### src/rtl/imem_loader.sv
// imem_loader
//
// Boot-time program loader for the instruction memory. A byte stream arriving
// over a valid/ready handshake is packed into 16-bit words (high byte first)
// and written to consecutive even byte addresses starting at a latched base.
// While a load is in progress the CPU is held in reset through cpu_hold.
//
// Optional feature macro: LOADER_CHECKSUM_EN
//   defined   -> a 16-bit additive checksum of the written words is kept and
//                reported on `checksum`.
//   undefined -> no accumulator; `checksum` is tied to 16'h0000.
//
// Ports:
//   clk         in   system clock, rising edge
//   reset       in   synchronous reset, active-high
//   start       in   load request, sampled only in IDLE
//   base_addr   in   first byte address (bit 0 forced to 0), latched on start
//   word_count  in   number of 16-bit words to load, latched on start
//   in_valid    in   byte-stream valid
//   in_data     in   byte-stream data
//   in_ready    out  a byte is accepted this cycle if in_valid is high
//   mem_we      out  instruction-memory write strobe, one cycle per word
//   mem_addr    out  write byte address (even)
//   mem_wdata   out  write data {high byte, low byte}
//   cpu_hold    out  high while a load is in progress (CPU reset)
//   busy        out  high in every state except IDLE and DONE
//   done        out  one-cycle pulse when a load completes
//   checksum    out  additive checksum of written words (see macro above)

module imem_loader #(
    parameter int ADDR_WIDTH  = 16,
    parameter int COUNT_WIDTH = 16
) (
    input  logic                   clk,
    input  logic                   reset,
    input  logic                   start,
    input  logic [ADDR_WIDTH-1:0]  base_addr,
    input  logic [COUNT_WIDTH-1:0] word_count,
    input  logic                   in_valid,
    input  logic [7:0]             in_data,
    output logic                   in_ready,
    output logic                   mem_we,
    output logic [ADDR_WIDTH-1:0]  mem_addr,
    output logic [15:0]            mem_wdata,
    output logic                   cpu_hold,
    output logic                   busy,
    output logic                   done,
    output logic [15:0]            checksum
);

    typedef enum logic [2:0] {
        S_IDLE  = 3'd0,
        S_HI    = 3'd1,
        S_LO    = 3'd2,
        S_WRITE = 3'd3,
        S_DONE  = 3'd4
    } state_t;

    state_t                 state_reg;
    state_t                 state_next;

    logic [ADDR_WIDTH-1:0]  addr_reg;       // address of the word being assembled
    logic [COUNT_WIDTH-1:0] count_reg;      // words still to be written
    logic [7:0]             hi_reg;         // captured high byte
    logic [ADDR_WIDTH-1:0]  mem_addr_reg;
    logic [15:0]            mem_wdata_reg;

    logic                   start_load;     // accepted start with a non-zero count

    assign start_load = (state_reg == S_IDLE) && start && (word_count != '0);

    // ------------------------------------------------------------------
    // State register
    // ------------------------------------------------------------------
    always_ff @(posedge clk) begin
        if (reset) begin
            state_reg <= S_IDLE;
        end else begin
            state_reg <= state_next;
        end
    end

    // ------------------------------------------------------------------
    // Next-state logic
    // ------------------------------------------------------------------
    always_comb begin
        state_next = state_reg;
        case (state_reg)
            S_IDLE: begin
                if (start) begin
                    state_next = (word_count != '0) ? S_HI : S_DONE;
                end
            end
            S_HI: begin
                if (in_valid) begin
                    state_next = S_LO;
                end
            end
            S_LO: begin
                if (in_valid) begin
                    state_next = S_WRITE;
                end
            end
            S_WRITE: begin
                // Remaining count reaches zero after this write.
                state_next = (count_reg == COUNT_WIDTH'(1)) ? S_DONE : S_HI;
            end
            S_DONE: begin
                state_next = S_IDLE;
            end
            default: begin
                state_next = S_IDLE;
            end
        endcase
    end

    // ------------------------------------------------------------------
    // Datapath
    // mem_addr/mem_wdata are loaded on the low-byte handshake so they are
    // valid throughout WRITE and hold their last value everywhere else.
    // ------------------------------------------------------------------
    always_ff @(posedge clk) begin
        if (reset) begin
            addr_reg      <= '0;
            count_reg     <= '0;
            hi_reg        <= '0;
            mem_addr_reg  <= '0;
            mem_wdata_reg <= '0;
        end else begin
            case (state_reg)
                S_IDLE: begin
                    if (start_load) begin
                        addr_reg  <= base_addr & ~ADDR_WIDTH'(1);
                        count_reg <= word_count;
                    end
                end
                S_HI: begin
                    if (in_valid) begin
                        hi_reg <= in_data;
                    end
                end
                S_LO: begin
                    if (in_valid) begin
                        mem_addr_reg  <= addr_reg;
                        mem_wdata_reg <= {hi_reg, in_data};
                    end
                end
                S_WRITE: begin
                    // Address wraps modulo 2^ADDR_WIDTH by natural overflow.
                    count_reg <= count_reg - COUNT_WIDTH'(1);
                    addr_reg  <= addr_reg + ADDR_WIDTH'(2);
                end
                default: begin
                end
            endcase
        end
    end

`ifdef LOADER_CHECKSUM_EN
    logic [15:0] checksum_reg;

    // Cleared on an accepted load, accumulates each word during its WRITE
    // cycle, and otherwise holds so the final sum stays visible after DONE.
    always_ff @(posedge clk) begin
        if (reset) begin
            checksum_reg <= '0;
        end else if (start_load) begin
            checksum_reg <= '0;
        end else if (state_reg == S_WRITE) begin
            checksum_reg <= checksum_reg + mem_wdata_reg;
        end
    end

    assign checksum = checksum_reg;
`else
    assign checksum = 16'h0000;
`endif

    // ------------------------------------------------------------------
    // Outputs decoded from the registered state only
    // ------------------------------------------------------------------
    assign in_ready  = (state_reg == S_HI) || (state_reg == S_LO);
    assign mem_we    = (state_reg == S_WRITE);
    assign busy      = in_ready || mem_we;
    assign cpu_hold  = busy;
    assign done      = (state_reg == S_DONE);
    assign mem_addr  = mem_addr_reg;
    assign mem_wdata = mem_wdata_reg;

endmodule
### config.mk
export PLATFORM = sky130hd
export DESIGN_NAME = imem_loader
export DESIGN_NICKNAME = d
export VERILOG_FILES = /design/src/rtl/imem_loader.sv
export SDC_FILE = /design/constraint.sdc
export NUM_CORES = 1
export LEC_CHECK = 0
export CELL_PAD_IN_SITES_DETAIL_PLACEMENT = 1
export CELL_PAD_IN_SITES_GLOBAL_PLACEMENT = 1
export CORE_AREA = 3 3 104 106
export CTS_BUF_LIST = sky130_fd_sc_hd__clkbuf_8
export DETAILED_ROUTE_END_ITERATION = 6
export DIE_AREA = 0 0 107 109
export HOLD_SLACK_MARGIN = 0.1
export PLACE_DENSITY = 0.89
export SLEW_MARGIN = 20
export SYNTH_ARGS = -nofsm -noshare
export SYNTH_HDL_FRONTEND = slang
export SYNTH_SLANG_ARGS = --single-unit
### constraint.sdc
create_clock -name clk -period 2.5 [get_ports clk]
set_input_delay 0.25 -clock clk [delete_from_list [all_inputs] [get_ports clk]]
set_output_delay 0.25 -clock clk [all_outputs]
set_load 0.05 [all_outputs]
# Yosys cells after proc, flatten, opt, wreduce, memory -nomap -nowiden
# Cells that the tools add are included.
[word_totals]
ff_bits = 75
latchBits = 0
mem_bits_rw = 0
mem_bits_ro = 0
input_bits = 44
wordCells = 38
mem_count = 0
[op_classes]
addsub = 2
multipliers = 0
div = 0
n_lt_le_gt_ge = 0
eq_ne = 9
shift = 0
mux = 10
bitwise_logic = 0
reduce_logical = 11
[op_table]
columns = ["cell", "count"]
rows = [
  ["$pmux W16 S2", 2],
  ["$mux W16", 2],
  ["$add A16 B2 Y16 const B", 1],
  ["$eq A16 B1 Y1 const B", 1],
  ["$reduce_bool A16 Y1", 1],
  ["$sub A16 B1 Y16 const B", 1],
  ["$mux W3", 5],
  ["$pmux W3 S4", 1],
  ["$ne A2 B2 Y1 const B", 4],
  ["$eq A3 B2 Y1 const B", 2],
  ["$reduce_and A2 Y1", 3],
  ["$eq A3 B1 Y1 const B", 1],
  ["$eq A3 B3 Y1 const B", 1],
  ["$logic_not A3 Y1", 1],
  ["$reduce_and A3 Y1", 1],
  ["$logic_and A1 B1 Y1", 2],
  ["$logic_or A1 B1 Y1", 2],
  ["$reduce_bool A2 Y1", 1],
]

# Logic depth before layout (Yosys ltp)
# Gate-level depths: netlist (run 1).
[logic_depth]
word_depth = 5
mapped_depth = 7

# Worst setup path before layout (run 1)
# OpenSTA, ideal clock, no wires.
[synth_timing]
path_type = "reg-to-output"
from = "register state_reg[0]"
to = "output port cpu_hold"
arrival_ns = 1.815
t_required_ns = 2.250
slack_ns = 0.435
path_stages_with_launch = 5
cell_sequence = "dfxtp_1 > clkbuf_1 > nor2_1 > nor2_1 > buf_4"
[synth_between]
elab_chain_cells = 3
word_cells_on_any_way = 5
classes_between = "eq/ne (3); reduce/logical (2)"
[synth_rtl]
columns = ["element", "line_no", "source"]
rows = [
  ["from (decl)", "59", "state_t state_reg;"],
  ["from (signal assigned)", "79", "state_reg <= state_next;"],
  ["$eq A3 B1 Y1 or $eq A3 B2 Y1 (tied branches)", "182", "assign in_ready = (state_reg == S_HI) || (state_reg == S_LO);"],
  ["$logic_or A1 B1 Y1", "182", ""],
  ["$logic_or A1 B1 Y1 *", "184", "assign busy = in_ready || mem_we;"],
  ["to (decl)", "45", "output logic cpu_hold,"],
]
# Every way passes the cells marked *; elsewhere a longest branch is shown, timed or not.

# Worst setup path after layout (run 1)
[layout_timing]
from = "register state_reg[1]"
to = "output port cpu_hold"
# Same word-level chain as after synthesis.

==> impl_metrics.env, run 1 <==
export IMPL_outcome="finished, final reports clean"
export IMPL_via_per_inst=5.64
export IMPL_netlist_area_sq_um=3560
export IMPL_cp_end_kind="output port"
export IMPL_rsz0062_at_grt="no"
export IMPL_row_count=36
export IMPL_drive_gt1_frac=0.0862
export IMPL_cts_buffer_depth=2
export IMPL_power_leakage_nw=1.61
export IMPL_slew_violations=0
export IMPL_initial_core_util=0.361
export IMPL_rr_endpoint="addr_reg[15]"
export IMPL_fin_crit_sh=0.955
export IMPL_cts_sinks=73
export IMPL_switching_share=0.393
export IMPL_diodes=0
export IMPL_start_kind="flop"
export IMPL_track_usage=0.198
export IMPL_period_needed_ns=2.39
export IMPL_fp_dieW_um=107
export IMPL_synth_edf_count=0
export IMPL_totalPowerFinal_mw=3.76
export IMPL_path_buf_inv=1
export IMPL_r2r_setup_slack_ns=0.32
export IMPL_dpl_worst_slack_ns=0.328
export IMPL_slowest_delay_ns=0.82
export IMPL_core_area_sq_um=9860
export IMPL_synth_seq_cells=73
export IMPL_clk_pin_slew_ns=0.08
export IMPL_syn_area_per_cell_sq_um=7.99
export IMPL_clockPowerShare=0.254
export IMPL_syn_inst=446
export IMPL_hp_class="input pin to flop"
export IMPL_cts_tree="done"
export IMPL_nNetsFinal=564
export IMPL_drt_pass1_iterations=4
export IMPL_min_from="reset"
export IMPL_critPathTopFamily="buffers and inverters"
export IMPL_ctsRootBufferMaster="clkbuf_8"
export IMPL_max_slew_margin=0.565
export IMPL_p_per_area_nw_per_um2=811
export IMPL_yosys_warnings=0
export IMPL_finalHoldViolCount=0
export IMPL_grt_pass1_wl_mm=18.5
export IMPL_cap_violations=0
export IMPL_setup_viol=0
export IMPL_path_common_cell="nor2_1"
export IMPL_htree_levels=3
export IMPL_wl_mm=11.2
export IMPL_reg2reg_from="addr_reg[2]"
export IMPL_grt_pass1_vias=3731
export IMPL_ff2ff_path_depth=5
export IMPL_critPathArrivalTime_ns=2.14
export IMPL_ir_drop_mv=0.285
export IMPL_fin_tns_setup_ns=0
export IMPL_yosysSeqAreaShare=0.410
export IMPL_postPlaceCellArea_sq_um=4430
export IMPL_die_area_sq_um=11700
export IMPL_fin_skew_ns=0.00941
export IMPL_num_io_pins=97
export IMPL_dp_cells=639
export IMPL_clkLatencyLatePin_ns=0.35
export IMPL_hold_path_depth=2
export IMPL_worstMarginPinSlew_ns=0.648
export IMPL_min_to="count_reg[5]"
export IMPL_grt_max_degree=35
export IMPL_drt_wirelength_per_cell_um=17.1
export IMPL_stdcell_area_sq_um=4640
export IMPL_layout_setup_ws_ns=0.113
export IMPL_drt_iter0_markers=178
export IMPL_required_ns=2.25
export IMPL_gp_congestion=0.880
export IMPL_syn_to_final_growth_pct=30.2
export IMPL_antenna_found_initial=0
export IMPL_pwr_share_comb=0.334
export IMPL_cts_buffers=9
export IMPL_yosys_cell_types_count=56
export IMPL_portBuffers=78
export IMPL_route_detailed_drc=0
export IMPL_power_switching_mw=1.48
export IMPL_grt_overflow_total=0
export IMPL_crit_type="flop to output port"
export IMPL_power_internal_mw=2.28
export IMPL_crit_fanout=12
export IMPL_routed_via_count=3697
export IMPL_slowest_stage="clkdlybuf4s50_1"
export IMPL_dp_hpwl_mm=8.01
export IMPL_fp_dieH_um=109
export IMPL_fmax_ghz=0.419
export IMPL_ys_flop_type="dfxtp_1"
export IMPL_ant_nets=0
export IMPL_seq_power_share=0.411
export IMPL_instances_no_fill=655
export IMPL_async_flop_share=0
export IMPL_path_cells="nor2_1, nor2_1, clkdlybuf4s50_1"
## repair_timing
item                                    CTS  global route
gates resized for setup                   0             2
endpoints found under the setup margin    0             2
buffers inserted                          0             0
hold buffers                              0             0
## power by group through the flow
stage / Sequential (mW) / Clock, mW / Combinational [mW]
global placement: 1.55 / 0 / 1.20
floorplan: 1.53 / 0 / 0.858
finish: 1.55 / 0.956 / 1.26
global route: 1.57 / 1.03 / 1.37
CTS: 1.54 / 0.982 / 1.25
detailed placement: 1.56 / 0 / 1.24
## logic make-up (layout without fill, tap and decap cells)
family / Yosys count / in the layout / share of synthesized area
AOI/OAI and AO/OA: 113 / 113 / 0.207
xor gates and xnor gates: 2 / 2 / 0.00492
adders and majority gates: 3 / 3 / 0.0105
buffers and inverters: 58 / 118 / 0.0822
DFF: 73 / 73 / 0.410
muxes: 2 / 2 / 0.00562
other: 1 / 17 / 0.00105
and+or+nand+nor: 194 / 194 / 0.279
## cell usage after synthesis (all sizes together) (2+ instances only)
cell type	n	area [sq um]
a2111oi	2	17.5
a211oi	4	30.0
a21oi	50	250
a31oi	17	106
and2	5	31.3
and3	4	25.0
and4	5	43.8
buf	25	169
clkbuf	24	90.1
dfxtp	73	1460
ha	3	37.5
inv	9	33.8
mux2i	2	20.0
nand2	91	342
nand3	15	80.1
nand3b	3	22.5
nand4	11	68.8
nand4b	3	32.5
nor2	14	52.6
nor2b	2	12.5
nor3	10	50.1
nor4	15	100
o211ai	10	75.1
o21ai	4	20.0
o221a	4	45.0
o221ai	6	52.6
o31a	3	26.3
or2	2	12.5
or3	8	50.1
or4	2	18.8
## layout by cell type, fill, tap and decap left out, types with 14 or more instances in the layout
master / n
buf_4: 15
nand3_1: 14
a21oi_1: 50
nor4_1: 14
conb_1: 17
nand2_1: 91
nor2_1: 14
dfxtp_1: 72
clkdlybuf4s50_1: 75
a31oi_1: 17
## layout make-up
class	instances	area, sq um
tap	133	166
sequential	73	1460
inverter	9	33.8
clock buffer	10	138
timing repair buffer	93	901
clock inverter	6	67.6
fill	1208	5230
multi-input combinational	331	1870
## how the worst max path moves through the flow
stage	end	from	slack [ns]	cells after the start
5_1_grt	cpu_hold	state_reg[1]	0.01	3
3_5_place_dp	count_reg[2]	word_count[8]	0.33	6
6_report	cpu_hold	state_reg[1]	0.11	3
3_3_place_gp	count_reg[4]	word_count[0]	0.37	6
4_1_cts	busy	state_reg[0]	0.04	3
2_1_floorplan	cpu_hold	state_reg[0]	0.44	4
## metrics by stage
step	util	hold slack, ns
after detailed placement	0.449	0.447
after floorplan	-	0.386
after global placement	0.449	0.441
after global routing	0.470	0.277
final	0.470	0.287
after CTS	0.470	0.259
## layer usage
layer  vias up  share of wire  global-route usage
li1       1737              -                   -
met2       122           0.49               0.330
met5         -              0                   0
met1      1822           0.44               0.255
met4         0          0.019              0.0895
met3        16          0.057              0.0290
Power figures use the tool's default switching activity.
==> run 2, diff against run 1 <==
- SLEW_MARGIN: 20 -> 40
==> results of run 2 <==
Final layout, timing and power as in run 1 (identical DEF).
==> run 3, diff against run 2 <==
- SKIP_LAST_GASP: not set -> 1
==> results of run 3 <==
Final layout, timing and power as in run 1 (identical DEF).
